### config.mk
export PLATFORM = sky130hd
export DESIGN_NAME = usb_buf_arbiter
export DESIGN_NICKNAME = d
export VERILOG_FILES = /design/src/rtl/usb_pkg.sv /design/src/rtl/rr_arb2.sv /design/src/rtl/usb_buf_arbiter.sv
export SDC_FILE = /design/constraint.sdc
export NUM_CORES = 1
export LEC_CHECK = 0
export CORE_MARGIN = 5
export CORE_UTILIZATION = 42
export CTS_BUF_LIST = sky130_fd_sc_hd__clkbuf_4 sky130_fd_sc_hd__clkbuf_8
export DETAILED_ROUTE_END_ITERATION = 10
export PLACE_DENSITY_LB_ADDON = 0.3
export SLEW_MARGIN = 20
export SYNTH_ARGS = -nofsm -noshare
export SYNTH_HDL_FRONTEND = slang
export SYNTH_SLANG_ARGS = --single-unit
### constraint.sdc
create_clock -name clk -period 2.9 [get_ports clk]
set_clock_uncertainty 0.2 [all_clocks]
set_input_delay 0.435 -clock clk [delete_from_list [all_inputs] [get_ports clk]]
set_output_delay 0.435 -clock clk [all_outputs]
set_load 0.1 [all_outputs]
### src/rtl/usb_pkg.sv
// Shared types for the USB buffer arbiter.
// State and grant encodings plus the default buffer depth.
package usb_pkg;

  localparam int BUF_DEPTH = 100;

  typedef enum logic [1:0] {
    ST_IDLE  = 2'd0,
    ST_ISSUE = 2'd1,
    ST_ACK   = 2'd2
  } state_e;

  typedef enum logic {
    GNT_HOST = 1'b0,
    GNT_CPU  = 1'b1
  } gnt_e;

endpackage

### src/rtl/rr_arb2.sv
// Two-way round-robin picker.
// On a tie the side that did not win last time is chosen.
module rr_arb2
  import usb_pkg::*;
(
  input  logic clk,
  input  logic reset,
  input  logic req_host,
  input  logic req_cpu,
  input  logic advance,
  output logic gnt
);

  gnt_e last_q;
  gnt_e last_d;
  gnt_e gnt_w;

  always_comb begin
    gnt_w = GNT_HOST;
    unique case (1'b1)
      req_host && req_cpu:
        gnt_w = (last_q == GNT_CPU) ? GNT_HOST : GNT_CPU;
      req_cpu && !req_host:
        gnt_w = GNT_CPU;
      default:
        gnt_w = GNT_HOST;
    endcase
  end

  always_comb begin
    last_d = last_q;
    if (advance) last_d = gnt_w;
  end

  always_ff @(posedge clk) begin
    if (reset) last_q <= GNT_CPU;
    else       last_q <= last_d;
  end

  assign gnt = gnt_w;

endmodule

### src/rtl/usb_buf_arbiter.sv
// Shares one single-port byte buffer between the USB host path
// (auto-incrementing pointer) and the CPU (explicit addresses).
module usb_buf_arbiter
  import usb_pkg::*;
#(
  parameter int DEPTH = BUF_DEPTH,
  parameter int AW    = 7
) (
  input  logic          clk,
  input  logic          reset,
  input  logic          host_req,
  input  logic          host_we,
  input  logic [7:0]    host_wdata,
  input  logic          host_ptr_clear,
  output logic          host_ack,
  output logic [7:0]    host_rdata,
  output logic [AW-1:0] host_ptr,
  input  logic          cpu_req,
  input  logic          cpu_we,
  input  logic [AW-1:0] cpu_addr,
  input  logic [7:0]    cpu_wdata,
  output logic          cpu_ack,
  output logic [7:0]    cpu_rdata,
  output logic          cpu_err,
  output logic          mem_en,
  output logic          mem_we,
  output logic [AW-1:0] mem_addr,
  output logic [7:0]    mem_wdata,
  input  logic [7:0]    mem_rdata
);

  localparam logic [AW:0]   DEPTH_W = (AW+1)'(DEPTH);
  localparam logic [AW-1:0] PTR_MAX = AW'(DEPTH - 1);

  state_e        state_q, state_d;
  gnt_e          gnt_q, gnt_d;
  logic          we_q, we_d;
  logic [AW-1:0] addr_q, addr_d;
  logic [7:0]    wdata_q, wdata_d;
  logic          oor_q, oor_d;
  logic [AW-1:0] ptr_q, ptr_d;
  logic          clr_pend_q, clr_pend_d;

  logic arb_gnt;
  logic any_req;

  assign any_req = host_req || cpu_req;

  rr_arb2 u_arb (
    .clk      (clk),
    .reset    (reset),
    .req_host (host_req),
    .req_cpu  (cpu_req),
    .advance  ((state_q == ST_IDLE) && any_req),
    .gnt      (arb_gnt)
  );

  always_comb begin
    state_d    = state_q;
    gnt_d      = gnt_q;
    we_d       = we_q;
    addr_d     = addr_q;
    wdata_d    = wdata_q;
    oor_d      = oor_q;
    ptr_d      = ptr_q;
    clr_pend_d = clr_pend_q;
    host_ack   = 1'b0;
    host_rdata = '0;
    cpu_ack    = 1'b0;
    cpu_rdata  = '0;
    cpu_err    = 1'b0;
    mem_en     = 1'b0;
    mem_we     = 1'b0;
    mem_addr   = '0;
    mem_wdata  = '0;

    unique case (state_q)
      ST_IDLE: begin
        if (any_req) begin
          gnt_d   = gnt_e'(arb_gnt);
          state_d = ST_ISSUE;
          if (gnt_e'(arb_gnt) == GNT_CPU) begin
            we_d    = cpu_we;
            addr_d  = cpu_addr;
            wdata_d = cpu_wdata;
            oor_d   = {1'b0, cpu_addr} >= DEPTH_W;
          end else begin
            we_d    = host_we;
            addr_d  = '0;
            wdata_d = host_wdata;
            oor_d   = 1'b0;
          end
        end
      end
      ST_ISSUE: begin
        mem_en    = !oor_q;
        mem_we    = we_q && !oor_q;
        mem_addr  = (gnt_q == GNT_HOST) ? ptr_q : addr_q;
        mem_wdata = wdata_q;
        state_d   = ST_ACK;
        // A clear during the host's own access must also cancel its increment.
        if (host_ptr_clear && gnt_q == GNT_HOST) clr_pend_d = 1'b1;
      end
      ST_ACK: begin
        state_d = ST_IDLE;
        if (gnt_q == GNT_HOST) begin
          host_ack   = 1'b1;
          host_rdata = we_q ? 8'h00 : mem_rdata;
          clr_pend_d = 1'b0;
          if (!clr_pend_q)
            ptr_d = (ptr_q == PTR_MAX) ? '0 : ptr_q + AW'(1);
        end else begin
          cpu_ack   = 1'b1;
          cpu_err   = oor_q;
          cpu_rdata = (we_q || oor_q) ? 8'h00 : mem_rdata;
        end
      end
      default: state_d = ST_IDLE;
    endcase

    if (host_ptr_clear) ptr_d = '0;
  end

  always_ff @(posedge clk) begin
    if (reset) begin
      state_q    <= ST_IDLE;
      gnt_q      <= GNT_HOST;
      we_q       <= 1'b0;
      addr_q     <= '0;
      wdata_q    <= '0;
      oor_q      <= 1'b0;
      ptr_q      <= '0;
      clr_pend_q <= 1'b0;
    end else begin
      state_q    <= state_d;
      gnt_q      <= gnt_d;
      we_q       <= we_d;
      addr_q     <= addr_d;
      wdata_q    <= wdata_d;
      oor_q      <= oor_d;
      ptr_q      <= ptr_d;
      clr_pend_q <= clr_pend_d;
    end
  end

  assign host_ptr = ptr_q;

endmodule

-- Word-level counts from Yosys, hierarchy flattened
Cells that the tools add are included.
Widths: inputs -> output; s select.
- flip-flop bits (word level): 29
- input port bits: 38
- logic and storage cells: 63
- add/subtract/negate cells: 1
- order comparisons: 1
- eq/ne operators: 6
- muxes and demuxes: 29
- bitwise operators: 2
- reductions and logical operators: 15
- operators with widths (cell ; count):
    $mux 8 ; 8
    $mux 7 ; 4
    $mux 1 ; 13
    $add 7x1->7 const B ; 1
    $eq 7x7->1 const B ; 1
    $ge 7x7->1 const B ; 1
    $ne 2x2->1 const B ; 3
    $reduce_and 3->1 ; 2
    $logic_and 1x1->1 ; 5
    $pmux 1 s2 ; 2
    $pmux 2 s2 ; 1
    $eq 2x1->1 const B ; 1
    $eq 2x2->1 const B ; 1
    $logic_not 1->1 ; 2
    $logic_not 2->1 ; 1
    $logic_or 1x1->1 ; 2
    $mux 2 ; 1
    $not 1->1 ; 2
    $reduce_and 2->1 ; 1
    $reduce_bool 2->1 ; 1
    $reduce_or 2->1 ; 1

-- Longest topological paths before layout
Gate-level depths: netlist of the first run.
- depth in word-level cells: 4
- mapped depth: 5
- gate-level depth less buffers: 4

-- Modules after synthesis
A second synthesis of the first run with hierarchy kept.
- cell total of the unflattened synthesis: 191
- area, all modules: 1581.5 um^2
- modules (own cells, without submodules) (module ; instances ; cells an instance ; area each (um^2)):
    usb_buf_arbiter ; 1 ; 187 ; 1539.0
    rr_arb2 ; 1 ; 4 ; 42.5

-- Worst setup path after synthesis of the first run
Ideal clock, no wire load.
- path type: reg2out
- from: register state_q[0]
- to: output port mem_we
- data arrival time: 3.006 ns
- slack: -0.741 ns
- stages on the path, launching flop included: 6
- path buffers: 2
- cells stage by stage: dfxtp_1 > buf_6 > or2b_1 > clkbuf_1 > nor2_1 > and2_1
- longest elaborated chain between the ends: 2
- ends and longest elaborated chain (element ; line ; RTL):
    start, declared ; usb_buf_arbiter.sv:35 ; state_e state_q, state_d;
    start signal, assigned ; usb_buf_arbiter.sv:135 ; state_q <= state_d;
    $eq 2x1->1 ; usb_buf_arbiter.sv:77 ; unique case (state_q)
    $mux 1 ; usb_buf_arbiter.sv:77 ;
    end, declared ; usb_buf_arbiter.sv:26 ; output logic mem_we,
Every way passes these cells.

-- Final worst setup path of the first run
- from: register gnt_q
- to: output port host_rdata[6]
- longest elaborated chain between the ends: 2
- ends and longest elaborated chain (element ; line ; RTL):
    start, declared ; usb_buf_arbiter.sv:36 ; gnt_e gnt_q, gnt_d;
    start signal, assigned ; usb_buf_arbiter.sv:136 ; gnt_q <= gnt_d;
    $mux 8 ; usb_buf_arbiter.sv:106 ; if (gnt_q == GNT_HOST) begin
    $mux 8 ; usb_buf_arbiter.sv:77 ;
    end, declared ; usb_buf_arbiter.sv:16 ; output logic [7:0] host_rdata,
Every way passes these cells.

==> results.txt, run 1 <==
The tools report the total die area as 5160 um^2. The final route contains 1716 vias. The count of max-cap constraint violations was 0.

The critical-path cell with the highest stage delay was sky130_fd_sc_hd__nor3_1. After synthesis the cells add up to 1610 um^2. The horizontal die dimension is 71.8 um, and the count of pins on the block boundary is 81.

The signal on the critical path passes through nand2b_1 > nor3_1 > and2_1 > buf_12. The total routing usage reported by global routing was 18.6%; the core area was 3690 um^2. For this run, the register share of the synthesized area comes to 36.2%. The max-slew violation count was 0. Summing internal, switching and leakage power gives 1.16 mW. After layout, the worst path uses 89.7% of the clock period. STA classifies the critical path startpoint as a register. For the number of inserted filler cells in the final layout, the log shows 296.

The latest clock arrival within the worst-skew pair is 0.28 ns. The number of antenna diodes in the final layout is 0. For the number of instances in the synthesized netlist, the log shows 198.

Area share of the largest cell type after synthesis: 36.2%. Post-synthesis cell type with the largest combined area: sky130_fd_sc_hd__dfxtp_1. The number of antenna violations at the first check in global routing was 0; the max-slew headroom at the worst pin was 56.5%. The average routed wire per standard cell came out at 14.7 um. The post-synth net total came out at 237.

The total overflow left after global routing is 0. The logs give 29 for the number of sinks driven by the clock tree and 5 for the total clock buffers created by CTS. STA classifies the critical path endpoint as an output port.

Entering global routing, the biggest net connects 24 pins. The congestion estimate from routability-driven global placement came to 0.833. The pin slew with the least headroom to its limit works out to 0.643 ns. After synthesis the netlist holds a flip-flop and latch count of 29. Using the TritonRoute via totals, the vias-per-cell ratio works out to 5.28.

The start-to-end type of the worst setup path is register to output port. The run gives 0 ns as the final total negative setup slack. The number of nets in the layout was 316; the share of layout cells above drive strength 1 was 24.5%.

The die is 71.8 um tall. Detailed placement ended at an HPWL of 3750 um. The global-route wire length before repair is 7610 um, and the instance area after placement is 2630 um^2.

In this run, post-CTS hold repair placed 0 buffers. The number of placed instances, taps included, is 318. Number of setup buffers added after CTS: 0.

Relative to the synthesized area, the layout overhead comes to 70.2%. The via count of the first global-routing pass was 1665. In the layout the commonest cells are sky130_fd_sc_hd__clkdlybuf4s50_1 (37), sky130_fd_sc_hd__dfxtp_1 (29), sky130_fd_sc_hd__buf_4 (27). The endpoint required time on the critical path was 2.27 ns. Once layout is complete, the cells apart from fillers number 325. The count of routing violations after the opening detailed-route iteration was 140. The tools report the library cell used as clock root buffer as sky130_fd_sc_hd__clkbuf_8. Cells fill 74.1% of the core in the end. In this design, the stage delay of the slowest critical-path cell is 0.50 ns. During synthesis, Yosys emitted a total of 0 warnings.

With fillers left out, the area of the finished cells amounts to 2730 um^2. The tools report the largest buffer count on any clock path as 2. The total of buffers placed on input and output ports works out to 80.

At the worst endpoint, the arrival time is 1.97 ns. In this run the core area contains 22 standard-cell rows. The netlist uses 36 different library cells. Dividing the synthesized area by the synthesized cell count gives 8.11 um^2.

TritonCTS built the clock tree. The run gives 43.5% as the starting density of the core. OpenSTA, run right after detailed placement, puts the worst setup slack at 0.575 ns. Setup repair after global routing left no endpoint under its margin.

Derived from the worst setup path, the maximum achievable clock frequency is 0.385 GHz. Along the worst path, the maximum fanout reaches 13. The number of setup violations in the final report was 0.

In the post-route analysis, the smallest setup slack over all paths is 0.299 ns. The minimum clock period works out to 2.60 ns. The run gives 0 as the number of design rule violations left after detail routing. The logs give 0 for the final count of hold timing violations and 0 for the number of routed nets with antenna violations.

Dividing total power by cell area gives a power density of 425 nW/um^2. The clock transition at the register clock pins on the worst setup and hold paths after CTS came out at 0.06 ns. The final layout contains routed wiring with a total length of 4790 um.

Worst ir drop on vdd: 0.353 mV. The min-delay analysis places its worst path in the category register to register. The final-layout worst hold slack came out at 0.278 ns.

The flow ran to the end, and the final reports show no timing, DRC or antenna violations. Summed over all cells, the static leakage comes to 1.03 nW. The library cell used most frequently in the layout, excluding fill and tap cells, is sky130_fd_sc_hd__clkdlybuf4s50_1. The pre-antenna-repair detailed-routing pass consisted of 4 iterations. The logs give 0 for the count of cells resized by post-cts repair and 2 for the maximum level of the CTS H-tree. Yosys attributes the largest share of cell area to sky130_fd_sc_hd__dfxtp_1 (36%), sky130_fd_sc_hd__and2_1 (10%), sky130_fd_sc_hd__mux2i_1 (10%).
[Yosys cell counts]
cell,instances
sky130_fd_sc_hd__buf_6,1
sky130_fd_sc_hd__and2_1,26
sky130_fd_sc_hd__nand2b_1,3
sky130_fd_sc_hd__a211oi_1,9
sky130_fd_sc_hd__o31a_1,1
sky130_fd_sc_hd__or4b_1,1
sky130_fd_sc_hd__nor3b_1,2
sky130_fd_sc_hd__nor2b_1,1
sky130_fd_sc_hd__mux2i_1,16
sky130_fd_sc_hd__a21o_1,1
sky130_fd_sc_hd__buf_1,1
sky130_fd_sc_hd__nand4bb_1,1
sky130_fd_sc_hd__or2_2,3
sky130_fd_sc_hd__and3b_2,1
sky130_fd_sc_hd__or4_1,2
sky130_fd_sc_hd__clkbuf_1,9
sky130_fd_sc_hd__a21oi_1,25
sky130_fd_sc_hd__a21boi_0,1
sky130_fd_sc_hd__nor4b_1,1
sky130_fd_sc_hd__dfxtp_1,29
sky130_fd_sc_hd__nor2_1,15
sky130_fd_sc_hd__ha_1,1
sky130_fd_sc_hd__a221o_1,1
sky130_fd_sc_hd__inv_1,2
sky130_fd_sc_hd__a31oi_1,1
sky130_fd_sc_hd__nand3_1,10
sky130_fd_sc_hd__o21ai_0,12
sky130_fd_sc_hd__o2111ai_1,1
sky130_fd_sc_hd__or2b_1,1
sky130_fd_sc_hd__or3_1,2
sky130_fd_sc_hd__nand4_1,3
sky130_fd_sc_hd__nor3_1,1
sky130_fd_sc_hd__o211ai_1,2
sky130_fd_sc_hd__o221ai_1,1
sky130_fd_sc_hd__buf_2,2
sky130_fd_sc_hd__nand2_1,9
[state kept, by name, indices dropped and copies added, names as in the netlist]
signal / count
oor_q: 1
gnt_q: 1
we_q: 1
state_q: 2
host_ptr: 7
addr_q: 7
wdata_q: 8
clr_pend_q: 1
u_arb.last_q: 1
[path summary, 6_finish.rpt]
check	from	slack (ns)	cells after the start	to
worst min register to register	addr_q[6]$_SDFFE_PP0P_	0.28	2	addr_q[6]$_SDFFE_PP0P_
worst max register to register	gnt_q$_SDFFE_PP0P_	0.81	3	host_ptr[6]$_SDFFE_PP0P_
worst min-delay path	addr_q[6]$_SDFFE_PP0P_	0.28	2	addr_q[6]$_SDFFE_PP0P_
worst max-delay path	gnt_q$_SDFFE_PP0P_	0.30	4	host_rdata[6]
[per-layer routing]
| layer | track usage (%) | vias to the layer above | routed length, um | share of wire [%] |
|---|---|---|---|---|
| met4 | 5.01 | 0 | 31 | 0.65 |
| met3 | 5.47 | 5 | 247 | 5.2 |
| met5 | 0 | - | 0 | 0 |
| met2 | 33.7 | 40 | 2570 | 54 |
| li1 | - | 869 | - | - |
| met1 | 21.0 | 802 | 1940 | 41 |
[cells by family (layout without fill, tap and decap cells)]
logic type	Yosys count	count (layout)	share of synthesized area (%)
and+or+nand+nor	82	82	28.7
AOI/OAI and AO/OA	55	55	20.3
DFF	29	29	36.2
muxes	16	16	9.98
buffers and inverters	15	94	4.13
adders and majority gates	1	1	0.779
[critical path: cells and delay by family, from the launching register on]
| family | cells | cell delay (ns) |
|---|---|---|
| buffers and inverters | 1 | 0.18 |
| flip-flops | 1 | 0.47 |
| AND/OR/NAND/NOR | 3 | 1.03 |
[area by class of cell]
cell class	instances	area [um^2]	share of cell area [%]
repair buffers	85	993	36.4
multi-input cells	154	987	36.1
well taps	48	60.1	2.20
flip-flops and latches	29	581	21.2
clock buffers	5	68.8	2.52
inverters	2	7.51	0.275
clock inverters	2	35.0	1.28
[power breakdown]
group	leakage (nW)	internal (mW)	switching, mW
Combinational	0.740	0.128	0.185
Sequential	0.238	0.425	0.0223
Clock	0.0540	0.249	0.153
No activity file was read; power rests on OpenSTA's default activity.
==> run 2, diff against run 1 <==
--- a/config.mk
+++ b/config.mk
@@ -5,7 +5,6 @@
 export SDC_FILE = /design/constraint.sdc
 export NUM_CORES = 1
 export LEC_CHECK = 0
-export CORE_MARGIN = 5
 export CORE_UTILIZATION = 42
 export CTS_BUF_LIST = sky130_fd_sc_hd__clkbuf_4 sky130_fd_sc_hd__clkbuf_8
 export DETAILED_ROUTE_END_ITERATION = 10
==> run 2 against run 1 <==
  * Global-route usage rose by 4.9 points
  * Via count grew 1.3%
  * Critical path depth unchanged
  * Highest routed layer unchanged
  * Largest cell class is now multi-input combinational cells
  * Clock power rose by 9.0%
  * Cell area down 0.32%
  * Utilization rose by 0.32 points
==> results.txt, run 2 (synthesis gave the netlist of run 1 again) <==
The average routed wire per standard cell was 13.9 um (-5.7%); the routability-driven placement congestion ratio was 0.772 (-7.2%). The top register by number of flip-flops was wdata_q. The depth of the most critical reg-to-reg path is 3 (unchanged), and the total of buffers placed on input and output ports is 80 (unchanged). The latest clock arrival within the worst-skew pair was 0.28 ns (about the same); the worst ir drop on vdd was 0.327 mV (-7.3%). The slowest stage of the critical path belongs to the cell sky130_fd_sc_hd__nor3_1.

The clock transition at the register clock pins on the worst setup and hold paths after CTS is 0.07 ns (about the same). The worst path arrival time is 1.95 ns (-0.02 ns), and the number of sinks driven by the clock tree is 29 (unchanged). The max-slew violation count was 0 (unchanged); the maximum frequency from static timing analysis was 0.387 GHz (+0.69%). The internal cell power was 0.829 mW (+3.4%); the part of the power in combinational logic was 26.0% (-0.9 points). The run gives 7540 um (-0.91%) as the global-route wire length before repair.

The min-delay analysis places its worst path in the category register to register. The total clock buffers created by CTS came out at 5 (unchanged). For the wire length reported by the detailed router, the log shows 4530 um (-5.4%). The tools report the core area as 3660 um^2 (-0.75%).

TritonCTS built the clock tree. In this run the worst setup path terminates at host_rdata[0]. Switching component of the power: 0.368 mW (+2.2%).

The largest buffer count on any clock path is 2 (unchanged). Total power density per cell area: 440 nW/um^2 (+3.4%). The total via count in the routed design is 1739 (+1.3%), and the total routing usage reported by global routing is 23.5% (+4.9 points).

The starting density of the core is 43.8% (+0.33 points), and the number of antenna violations at the first check in global routing is 0 (unchanged). The count of max-cap constraint violations was 0 (unchanged). The half-perimeter wire length after detailed placement is 3450 um (-8.0%). The number of routed nets with antenna violations was 0 (unchanged); the horizontal die dimension was 63.8 um (-11%).

Post-route fraction of the period consumed by the critical path: 89.1% (-0.62 points). For the count of inserted antenna diode cells, the log shows 0 (unchanged). Share of layout cells above drive strength 1: 24.8% (+0.27 points). Setup repair after global routing left no endpoint under its margin. Max-slew headroom at the worst pin: 51.7% (-4.8 points). The flow ran to the end, and the final reports show no timing, DRC or antenna violations. Number of flip-flops in the largest register: 8 (unchanged).

The tools report the number of detailed-route iterations in the first pass as 4 (unchanged). The clock network power share is 36.6% (+2.0 points). The run gives 0 (unchanged) as the number of setup violations in the final report.

In this run the worst setup path begins at gnt_q$_SDFFE_PP0P_. Pin slew with the least headroom to its limit: 0.722 ns (+0.0788 ns). The longest individual stage delay on the worst path was 0.49 ns (about the same).

The filler-free cell count of the finished design came out at 326 (+0.31%). The leakage power figure was 1.03 nW (-0.13%). Number of placement rows: 22 (unchanged). The tree is rooted in a sky130_fd_sc_hd__clkbuf_8.

For the total power of the final layout, the log shows 1.20 mW (+3.1%). The setup path with the least slack is of type register to output port. The run gives 128 (-8.6%) as the count of routing violations after the opening detailed-route iteration. The via density per instance is 5.33 (+1.0%).

The library cells used most frequently in the layout, excluding fill and tap cells, are sky130_fd_sc_hd__clkdlybuf4s50_1 (37), sky130_fd_sc_hd__dfxtp_1 (29), sky130_fd_sc_hd__buf_4 (29). The minimum setup slack among reg-to-reg paths was 0.82 ns (about the same); the final count of hold timing violations was 0 (unchanged). The run gives 0 (unchanged) as the number of design rule violations left after detail routing. Area of all placed cells without fillers: 2720 um^2 (-0.32%).

The launching element type of the critical path was a register. The instance area after placement is 2600 um^2 (-0.95%). The count of cells resized by post-cts repair was 0 (unchanged). The number of nets in the layout was 316 (unchanged); the minimum clock period was 2.58 ns (-0.0179 ns).

The logs give 318 (unchanged) for the cell count after placement and 81 (unchanged) for the count of pins on the block boundary. The hold buffer count at CTS is 0 (unchanged). The worst setup path is captured at an output port. Final total negative setup slack: 0 ns (unchanged). The maximum number of pins on one net before global-route repair came out at 24 (unchanged). The run gives 2 (unchanged) as the maximum level of the CTS H-tree.

In this run the critical register-to-register path is launched from gnt_q$_SDFFE_PP0P_. Largest fanout on the critical path: 13 (unchanged). The library cell used most frequently in the layout, excluding fill and tap cells, is sky130_fd_sc_hd__clkdlybuf4s50_1. The synthesis-to-layout area growth was 69.7%; the residual overflow from global routing was 0 (unchanged). The run gives 0 (unchanged) as the number of setup buffers added after CTS.

The switching share of total power was 30.7% (-0.25 points); the total die area was 4070 um^2 (-21%). Traced cell by cell, the critical path runs through nand2b_1 > nor3_1 > and2_1 > buf_12. The run gives 37.4% (-1.1 points) as the share of total power in sequential cells.

The tools report the endpoint of the most critical register-to-register path as host_ptr[6]$_SDFFE_PP0P_. The chip height works out to 63.8 um (-11%). Endpoint required time on the critical path: 2.27 ns (about the same). The logs give 1637 (-1.7%) for the via count of the first global-routing pass and 74.4% (+0.32 points) for the final design utilization.
==> run 2: cell types whose count changed in the layout (fill, tap and decap cells not counted), sizes merged <==
| cell | change |
|---|---|
| clkbuf | +1 |
| clkinvlp | +1 |
| clkinv | -1 |
==> run 2: how the worst min path moves through the flow <==
stage | startpoint | endpoint | cells past startpoint
finish | addr_q[2]$_SDFFE_PP0P_ | addr_q[2]$_SDFFE_PP0P_ | 2
global route | addr_q[6]$_SDFFE_PP0P_ | addr_q[6]$_SDFFE_PP0P_ | 2
CTS | addr_q[2]$_SDFFE_PP0P_ | addr_q[2]$_SDFFE_PP0P_ | 2
detailed placement | addr_q[2]$_SDFFE_PP0P_ | addr_q[2]$_SDFFE_PP0P_ | 2
global placement | addr_q[6]$_SDFFE_PP0P_ | addr_q[6]$_SDFFE_PP0P_ | 2
floorplan | addr_q[0]$_SDFFE_PP0P_ | addr_q[0]$_SDFFE_PP0P_ | 2
==> run 2: power by group through the flow <==
stage | combinational [mW] | sequential [mW] | clock (mW)
final | 0.311 | 0.448 | 0.438
after global routing | 0.331 | 0.452 | 0.462
after CTS | 0.311 | 0.448 | 0.442
after detailed placement | 0.309 | 0.455 | 0
after global placement | 0.306 | 0.454 | 0
after floorplan | 0.201 | 0.447 | 0
==> run 2: layout make-up <==
cell class / count / area [um^2]
clock buffers: 6 / 82.6
clock inverters: 2 / 37.5
fillers: 283 / 937
inverters: 2 / 7.51
multi-input cells: 154 / 987
flip-flops and latches: 29 / 581
well taps: 48 / 60.1
repair buffers: 85 / 968
==> run 2: routing by layer <==
layer	global-route usage (%)	vias to the layer above	routed length [um]
met5	0	-	0
met4	5.11	0	26
met3	6.43	4	230
met2	40.7	48	2360
met1	28.8	814	1910
li1	-	873	-
==> run 2: per-stage QoR <==
stage	hold slack, ns	setup slack, ns
detailed placement	0.267	0.609
finish	0.279	0.317
global route	0.291	0.0891
CTS	0.276	0.307
floorplan	0.249	-0.00317
global placement	0.260	0.622
==> run 2: critical path: cells and delay by family, from the launching register on <==
family | cells | cell delay (ns)
AND/OR/NAND/NOR | 3 | 1.02
flip-flops | 1 | 0.47
buffers and inverters | 1 | 0.19
==> run 3, diff against run 2 <==
--- a/config.mk
+++ b/config.mk
@@ -13,3 +13,4 @@
 export SYNTH_ARGS = -nofsm -noshare
 export SYNTH_HDL_FRONTEND = slang
 export SYNTH_SLANG_ARGS = --single-unit
+export TNS_END_PERCENT = 100
==> results of run 3 <==
Same layout as run 2: the final DEF is identical, and so are final timing and power.
